[config.mk]
export PLATFORM = sky130hd
export DESIGN_NAME = urv_imem_arbiter
export DESIGN_NICKNAME = d
export VERILOG_FILES = /design/src/rtl/urv_imem_arbiter.sv
export SDC_FILE = /design/constraint.sdc
export NUM_CORES = 1
export LEC_CHECK = 0
export CORE_AREA = 2 2 102 104
export CTS_BUF_LIST = sky130_fd_sc_hd__clkbuf_8
export DETAILED_ROUTE_END_ITERATION = 6
export DIE_AREA = 0 0 104 106
export DONT_BUFFER_PORTS = 1
export GPL_TIMING_DRIVEN = 0
export SLEW_MARGIN = 5
export SYNTH_ARGS = -nofsm -noshare
export SYNTH_HDL_FRONTEND = slang
export SYNTH_SLANG_ARGS = --single-unit
[constraint.sdc]
create_clock -name clk_i -period 1.3 [get_ports clk_i]
set_input_delay 0.13 -clock clk_i [delete_from_list [all_inputs] [get_ports clk_i]]
set_output_delay 0.13 -clock clk_i [all_outputs]
set_load 0.01 [all_outputs]
[src/rtl/urv_imem_arbiter.sv]
// rtl/urv_imem_arbiter.sv - core/host arbiter for a single-port instruction RAM (burst mode: URV_IMEM_ARB_BURST_EN)
module urv_imem_arbiter #(
    parameter int HOST_BURST_MAX = 4
) (
    input  logic        clk_i,
    input  logic        rst_n_i,
    input  logic [31:0] im_addr_i,
    output logic [31:0] im_data_o,
    output logic        im_valid_o,
    input  logic        h_req_i,
    input  logic        h_we_i,
    input  logic [31:0] h_addr_i,
    input  logic [31:0] h_wdata_i,
    output logic        h_gnt_o,
    output logic        h_ack_o,
    output logic [31:0] h_rdata_o,
    output logic [31:0] mem_addr_o,
    output logic        mem_we_o,
    output logic [31:0] mem_wdata_o,
    input  logic [31:0] mem_rdata_i
);

`ifdef URV_IMEM_ARB_BURST_EN
    localparam bit BURST_EN = 1'b1;
`else
    localparam bit BURST_EN = 1'b0;
`endif

    // Out-of-range settings are clamped so the 4-bit counter can always reach the limit.
    localparam int CFG_MAX = (HOST_BURST_MAX < 1) ? 1 :
                             (HOST_BURST_MAX > 15) ? 15 : HOST_BURST_MAX;
    // Without burst support every host grant is followed by a forced core slot.
    localparam logic [3:0] LIMIT = BURST_EN ? 4'(CFG_MAX) : 4'd1;

    typedef enum logic {
        ST_CORE,
        ST_HOST
    } state_t;

    state_t     state_q, state_d;
    logic [3:0] cnt_q, cnt_d;
    logic [3:0] cnt_base;
    logic [3:0] cnt_inc;
    logic       force_q, force_d;
    logic       ack_q;
    logic       valid_q;
    logic       grant;

    // Host wins unless the previous cycle closed a full burst; nothing is granted in reset.
    assign grant   = rst_n_i && h_req_i && !force_q;
    assign h_gnt_o = grant;

    // RAM port follows the host on grant cycles, otherwise the core fetch address.
    assign mem_addr_o  = grant ? h_addr_i : im_addr_i;
    assign mem_we_o    = grant && h_we_i;
    assign mem_wdata_o = h_wdata_i;

    // Read data is steered to whichever side owned the RAM on the previous cycle.
    assign im_valid_o = valid_q;
    assign im_data_o  = valid_q ? mem_rdata_i : 32'd0;
    assign h_ack_o    = ack_q;
    assign h_rdata_o  = ack_q ? mem_rdata_i : 32'd0;

    // Next-state: count grants within a burst and force one core slot at the limit.
    always_comb begin
        state_d  = ST_CORE;
        cnt_d    = 4'd0;
        force_d  = 1'b0;
        cnt_base = (state_q == ST_HOST) ? cnt_q : 4'd0;
        cnt_inc  = (cnt_base >= LIMIT) ? LIMIT : cnt_base + 4'd1;
        if (grant) begin
            cnt_d   = cnt_inc;
            force_d = (cnt_inc == LIMIT);
            state_d = force_d ? ST_CORE : ST_HOST;
        end
    end

    // State register plus the one-cycle ownership flags that qualify read data.
    always_ff @(posedge clk_i or negedge rst_n_i) begin
        if (!rst_n_i) begin
            state_q <= ST_CORE;
            cnt_q   <= 4'd0;
            force_q <= 1'b0;
            ack_q   <= 1'b0;
            valid_q <= 1'b0;
        end else begin
            state_q <= state_d;
            cnt_q   <= cnt_d;
            force_q <= force_d;
            ack_q   <= grant;
            valid_q <= !grant;
        end
    end

endmodule

Yosys cells after proc, flatten, opt, wreduce, memory -nomap -nowiden:

Cells that the tools add are included.
W data, S select, Z words.

* output and inout port bits: 132
* flip-flop bits (word level): 8
* input bits: 132
* logic and storage cells: 22

* equality and inequality tests: 1
* $lt $le $gt $ge: 1
* add/subtract/negate cells: 1
* reduce and logical (&&, ||, !) cells: 5
* muxes and demuxes: 9

Operators with widths (count)
* $mux W32: 3
* $mux W4: 3
* $add A4 B1 Y4 const B: 1
* $eq A4 B1 Y1 const B: 1
* $ge A4 B1 Y1 const B: 1
* $logic_and A1 B1 Y1: 3
* $mux W1: 3
* $logic_not A1 Y1: 2

Longest topological paths before layout:

Gate-level depths: netlist of run 1.

* word-level depth: 6
* mapped depth: 5

Least setup slack after synthesis of run 1:

OpenSTA, ideal clock, no wires.

* path kind: flip-flop to flip-flop
* start: reg state_q
* end: reg force_q
* buffers on the path: 0
* required time: 1.165 ns
* clock period less this slack: 1.189 ns
* cell stages (with the launch flop): 6
* path slack: 0.111 ns
* setup time: 0.135 ns
* arrival time: 1.054 ns
* cell sequence: dfrtp_1 -> nand2_1 -> ha_1 -> nand4_1 -> nor3_1 -> a311oi_1

* cells in the longest elaborated chain, start to end: 5
* elaborated cells between the ends (all ways): 6

RTL lines
* start, declared: RTL line 40 `state_t state_q, state_d;`
* start signal, assigned: RTL line 87 `state_q <= state_d;`
* $mux W4 (*): RTL line 69 `cnt_base = (state_q == ST_HOST) ? cnt_q : 4'd0;`
* $add A4 B1 Y4 / $ge A4 B1 Y1 (equally long branches): RTL line 70 `cnt_inc = (cnt_base >= LIMIT) ? LIMIT : cnt_base + 4'd1;`
* $mux W4 (*): RTL line 70
* $eq A4 B1 Y1 (*): RTL line 73 `force_d = (cnt_inc == LIMIT);`
* $mux W1 (*): RTL line 71 `if (grant) begin`
* via force_d: RTL line 44 `logic force_q, force_d;`
* end signal, assigned: RTL line 89 `force_q <= force_d;`
* end, declared: RTL line 44

The timed path passes the listed nets; every way through them passes the cells marked *.

Worst setup path after layout of run 1:

* start: reg force_q
* end: out mem_addr_o[1]

* cells in the longest elaborated chain, start to end: 3

RTL lines
* $logic_not A1 Y1: RTL line 50 `assign grant = rst_n_i && h_req_i && !force_q;`
* $logic_and A1 B1 Y1: RTL line 50
* $mux W32: RTL line 54 `assign mem_addr_o = grant ? h_addr_i : im_addr_i;`
* end, declared: RTL line 17 `output logic [31:0] mem_addr_o,`

Every way passes these cells.

==> metrics.cfg, run 1 <==
[outcome]
status=finished with violations
violations=negative setup slack

[hold_path]
hold_start=h_req_i
hold_depth=3
hp-class=in -> reg
hold_path_end=cnt_q[2]

[route]
drc_errors=0
dr.pass1.iters=3
drt_iter0_markers=57
wl_per_cell_um=19.85
detail-route-antenna-nets=0
drt_wl_total_um=7663
vias=1617
avgViaCountPerCell=4.189

[job]
cap_violations=0

[synth]
synth.top_cell.area_share=0.2907
avgSynthCellArea_um2=6.082
syn-num-nets=363
synthAdderAreaFrac=0.008945
synth-compound-area-share=0.02326
ys_seq_area_frac=0.1431
ys_ff_latch=8
synth_area_um2=1399
synth-xor-area-share=0
yosysWarnings=0
synth_top_family_by_area=simple AND/OR/NAND/NOR gates
netlist-cell-type-count=20
syn_inst=230
synth_area_leader_cell=and2_1
synth_simple_gate_area_frac=0.6047
synthTopCellsByArea=and2_1 29%, nand2_1 26%, buf_4 19%
muxShareOfSynthArea=0

[setup_path]
crit_path_start_kind=register
cp.required_ns=1.17
r2r_start=state_q
cp-end-kind=output pin
worst-r2r-setup-slack_ns=0
r2r-end=force_q
reg2reg_depth=5
crit_fanout=5
worstPathArrival_ns=1.27
path_class=reg -> out

[timing]
max_freq_mhz=714.7
setup_ws_ns=-0.09913
clock_skew_ns=0.0004103
maxSlewViolCount=0
post-route-min-period_ns=1.399
holdWs_ns=0.2427
report.final.setup_viol=33
period_share=1.076
rsz0062_at_grt=true
finalHoldViolCount=0

[die]
core.rowCount=37
core_um2=10000
die_y_um=106
die-area_um2=11020
initial_core_util=0.1399
fp.dieW_um=104
io_pins=264

[global_route]
antenna_found_initial=0
grt_pass1_wl_um=9197
grt_pass1_vias=1432
overflow=0
grt_max_degree=12
grt_usage=0.1147

[clock_tree]
clock_latency_ns=0.22
cts_buffers=3
cts_sinks=8
h-tree-depth=1
cts_tree=yes
clock_path_buffers=2
cts_root_buf=clkbuf_8
clk_pin_slew_worst_paths_ns=0.04

[power]
powerDensity_nw_per_um2=573.9
pwr-share-clk=0.233
power_frac_comb=0.547
netSwitchingFraction=0.3967
intPower_uw=753.0
leakage_uw=0.001039
seqPwrFrac=0.219
worst_ir_drop_vdd_mv=0.3830
power.switching_uw=495.1

[placement]
io_buffers=0
dp_slack_ns=-0.06634
dpl.hpwl_um=6253
place_congestion=0.8617

[cells_and_area]
fin_nets=385
area_growth_pct=55.46
drive_above_1_share=0.5680
diodes=0
layout.cells.most_common=and2_1
mostFrequentLayoutCells=59 x and2_1, 48 x nand2_2, 43 x buf_4

power by group through the flow:
| stage | logic, µW | clock network [µW] | registers (µW) |
|---|---|---|---|
| after detailed placement | 498 | 0 | 276 |
| after global routing | 725 | 327 | 276 |
| final | 683 | 291 | 274 |
| after CTS | 559 | 301 | 274 |
| after floorplan | 423 | 0 | 271 |
| after global placement | 495 | 0 | 276 |
worst max-delay path, stage by stage, from the launching register on:
cell and delay (ns):
dfrtp_1 0.35, nand3b_4 0.20, buf_6 0.18, buf_6 0.13
nand2_1 0.07, nand2_1 0.10
timing repair:
item,in CTS,in global routing
buffers inserted,4,10
pin swaps,11,29
setup endpoints to repair,93,72
gates cloned,1,3
hold endpoints to repair,8,8
gates resized for setup,54,84
routing by layer:
layer,vias up,routed length [µm],track usage
met1,722,2407,0.1082
li1,705,-,-
met4,0,312,0.05019
met2,173,4028,0.2166
met5,-,0,0
met3,17,914,0.04844
flip-flops by register name, summed over array words and instances, names as in the netlist:
signal / count
cnt_q: 4
force_q: 1
h_ack_o: 1
im_valid_o: 1
state_q: 1
area by class of cell:
| class | count | area [µm²] |
|---|---|---|
| plain buffers | 43 | 356.6 |
| clock buffers | 3 | 41.29 |
| fillers | 1119 | 7825 |
| inverters | 1 | 11.26 |
| multi-input cells | 177 | 1179 |
| flip-flops and latches | 8 | 202.7 |
| well taps | 136 | 170.2 |
| repair buffers | 18 | 214.0 |
synthesized netlist by cell type:
cell type	count
nand2_1	98
buf_4	35
o31a_1	1
clkbuf_1	6
nor2b_1	1
a311oi_1	1
inv_2	1
nor4_4	1
o21bai_1	1
nor2_1	2
nand4_1	1
buf_2	3
nand3b_4	1
conb_1	1
dfrtp_1	8
ha_1	1
nor3_1	1
and2_1	65
o31ai_1	1
nand3_1	1
through the flow:
step | power [µW] | area [µm²] | utilization | TNS [ns] | std cells
floorplan | 693.8 | 1399 | - | 0 | 230
global placement | 771.2 | 1569 | 0.1569 | -0.06269 | 366
detailed placement | 773.8 | 1569 | 0.1569 | -0.1008 | 366
CTS | 1134 | 1780 | 0.1781 | -1.268 | 374
global route | 1328 | 2175 | 0.2175 | -4.467 | 386
finish | 1248 | 2175 | 0.2175 | -2.386 | 386
cell families (layout without fill, tap and decap cells):
logic type | after synthesis | in the layout
adder cells (fa/ha/maj) | 1 | 1
other | 1 | 1
flip-flops | 8 | 8
buffers and inverters | 45 | 65
AND/OR/NAND/NOR | 171 | 171
AO/OA/AOI/OAI | 4 | 4
how the worst max path moves through the flow:
stage,startpoint,cells past startpoint,endpoint
detailed placement,force_q,5,mem_addr_o[30]
CTS,force_q,4,mem_addr_o[30]
global placement,force_q,5,mem_addr_o[30]
floorplan,state_q,5,force_q
finish,force_q,5,mem_addr_o[1]
global route,force_q,6,mem_addr_o[5]
Note: power is estimated with default switching activity, not from simulation.
==> run 2: changes to the inputs <==
--- a/config.mk
+++ b/config.mk
@@ -5,12 +5,15 @@
 export SDC_FILE = /design/constraint.sdc
 export NUM_CORES = 1
 export LEC_CHECK = 0
+export CELL_PAD_IN_SITES_DETAIL_PLACEMENT = 1
+export CELL_PAD_IN_SITES_GLOBAL_PLACEMENT = 1
 export CORE_AREA = 2 2 102 104
 export CTS_BUF_LIST = sky130_fd_sc_hd__clkbuf_8
 export DETAILED_ROUTE_END_ITERATION = 6
 export DIE_AREA = 0 0 104 106
 export DONT_BUFFER_PORTS = 1
 export GPL_TIMING_DRIVEN = 0
+export PLACE_DENSITY_LB_ADDON = 0.1
 export SLEW_MARGIN = 5
 export SYNTH_ARGS = -nofsm -noshare
 export SYNTH_HDL_FRONTEND = slang
==> run 2 against run 1 <==
Against the previous run: the run still ends with negative setup slack left; sequential share of layout area grew 0.62 points; critical path depth unchanged; worst hold slack worse by 0.15 ns; first-iteration DRC count shrank 33%; maximum frequency is 0.39% higher; largest cell class unchanged; flip-flop and latch count unchanged.
==> metrics.cfg, run 2 (synthesis results as in run 1) <==
[outcome]
status=finished with violations
violations=negative setup slack

[cells_and_area]
finalNonFillerCells=379  ; -1.8%
final_util=0.2038  ; -0.01364
area_growth_pct=45.71
fillerInstances=1249  ; +12%
diodes=0  ; unchanged
drive_above_1_share=0.5432  ; -0.02479
mostFrequentLayoutCells=62 x and2_1, 62 x nand2_2, 38 x buf_4
largest_reg_flops=4  ; unchanged
largest-register=cnt_q
fin_nets=378  ; -1.8%

[route]
drt_iter0_markers=38  ; -33%
drc_errors=0  ; unchanged
vias=1572  ; -2.8%
drt_wl_total_um=6027  ; -21%
wl_per_cell_um=15.90  ; -20%
detail-route-antenna-nets=0  ; unchanged
dr.pass1.iters=4  ; +1
avgViaCountPerCell=4.148  ; -0.99%

[setup_path]
cp.required_ns=1.17  ; about the same
cp-end-kind=output pin
crit_fanout=10  ; +5
crit_start=force_q
r2r_start=state_q
worstPathArrival_ns=1.26  ; about the same
crit_path_start_kind=register
path_class=reg -> out

[global_route]
grt_max_degree=11  ; -1
grt_pass1_vias=1630  ; +14%
antenna_found_initial=0  ; unchanged
grt_pass1_wl_um=8493  ; -7.7%
grt_usage=0.09531  ; -0.01943
overflow=0  ; unchanged

[power]
powerDensity_nw_per_um2=588.4  ; +2.5%
worst_ir_drop_vdd_mv=0.2057  ; -46%
leakage_uw=0.0009509  ; -8.4%

[placement]
place_congestion=0.6655  ; -23%
place_inst=366  ; unchanged
io_buffers=0  ; unchanged
dpl.hpwl_um=5035  ; -19%

[timing]
clock_skew_ns=0.002799  ; +0.002389 ns
holdWs_ns=0.09218  ; -0.1505 ns
finalHoldViolCount=0  ; unchanged
report.final.setup_viol=34  ; +3.0%
maxSlewViolCount=0  ; unchanged
period_share=1.072  ; -0.004181
post-route-min-period_ns=1.394  ; -0.005435 ns
max_freq_mhz=717.5  ; +0.39%
setup_ws_ns=-0.09370  ; +0.005435 ns
rsz0062_at_grt=true

[clock_tree]
cts_buffers=3  ; unchanged
cts_sinks=8  ; unchanged
h-tree-depth=1  ; unchanged
cts_tree=yes
clock_latency_ns=0.22  ; about the same
clock_path_buffers=2  ; unchanged
clk_pin_slew_worst_paths_ns=0.04  ; about the same
cts_root_buf=clkbuf_8

[hold_path]
hold_start=rst_n_i
hp-class=in -> reg

[job]
cap_violations=0  ; unchanged

[die]
fp.dieW_um=104  ; unchanged
die-area_um2=11020  ; unchanged
io_pins=264  ; unchanged
core.rowCount=37  ; unchanged
initial_core_util=0.1399  ; unchanged
die_y_um=106  ; unchanged
core_um2=10000  ; unchanged

run 2: cell types whose count changed in the layout (fill, tap and decap cells not counted), sizes merged:
cell | before | now
nand3b | 1 | 2
buf | 53 | 48
clkbuf | 10 | 7
run 2: path summary, 6_finish.rpt:
path,cells after the start,slack [ns],end
worst max-delay path,5,-0.09,mem_addr_o[12]
worst min-delay path,2,0.09,cnt_q[2]
worst max register to register,5,-0.01,force_q
worst min register to register,1,0.56,cnt_q[2]
max in group asynchronous,1,0.74,h_ack_o
min in group asynchronous,1,0.26,force_q
run 2: layout make-up:
| class | count | area (µm²) | share of cell area |
|---|---|---|---|
| Clock buffer | 3 | 41.29 | 0.02026 |
| Tap cell | 136 | 170.2 | 0.08349 |
| Sequential cell | 8 | 202.7 | 0.09945 |
| Timing Repair Buffer | 9 | 110.1 | 0.05402 |
| Buffer | 44 | 387.9 | 0.1903 |
| Inverter | 1 | 11.26 | 0.005525 |
| Multi-Input combinational cell | 178 | 1115 | 0.5470 |
run 2: what timing repair did:
item                                    in CTS  in global routing
setup buffers                                7                  0
gates resized for setup                     98                 18
cloned                                       2                  0
endpoints found under the setup margin      97                 58
pin swaps                                   23                  4
hold buffers                                 1                  0
hold endpoints to repair                     8                  0
run 2: power breakdown:
group / internal, µW / total [µW] / switching, µW
combinational: 272 / 635 / 363
clock: 200 / 290 / 90.0
sequential: 259 / 274 / 14.9
run 2: through the flow:
step,worst slack [ns],power (µW),setup TNS [ns],instance area (µm²)
after floorplan,0.1111,693.8,0,1399
after detailed placement,-0.1221,772.7,-0.8291,1569
after global placement,-0.1511,782.2,-0.5247,1569
after global routing,-0.1655,1282,-4.974,2038
after CTS,-0.1133,1217,-3.364,1998
final,-0.09370,1199,-2.551,2038
run 2: worst max-delay path, stage by stage (launching register included):
cell	delay [ns]
dfrtp_1	0.37
nand3b_4	0.21
buf_12	0.17
buf_12	0.14
nand2_1	0.08
nand2_2	0.07
run 2: metal layers:
| layer | up-vias | track usage | routed length, µm |
|---|---|---|---|
| met4 | 0 | 0.02317 | 27 |
| met3 | 2 | 0.02391 | 702 |
| met5 | - | 0 | 0 |
| li1 | 694 | - | - |
| met2 | 153 | 0.2044 | 3462 |
| met1 | 723 | 0.08754 | 1835 |
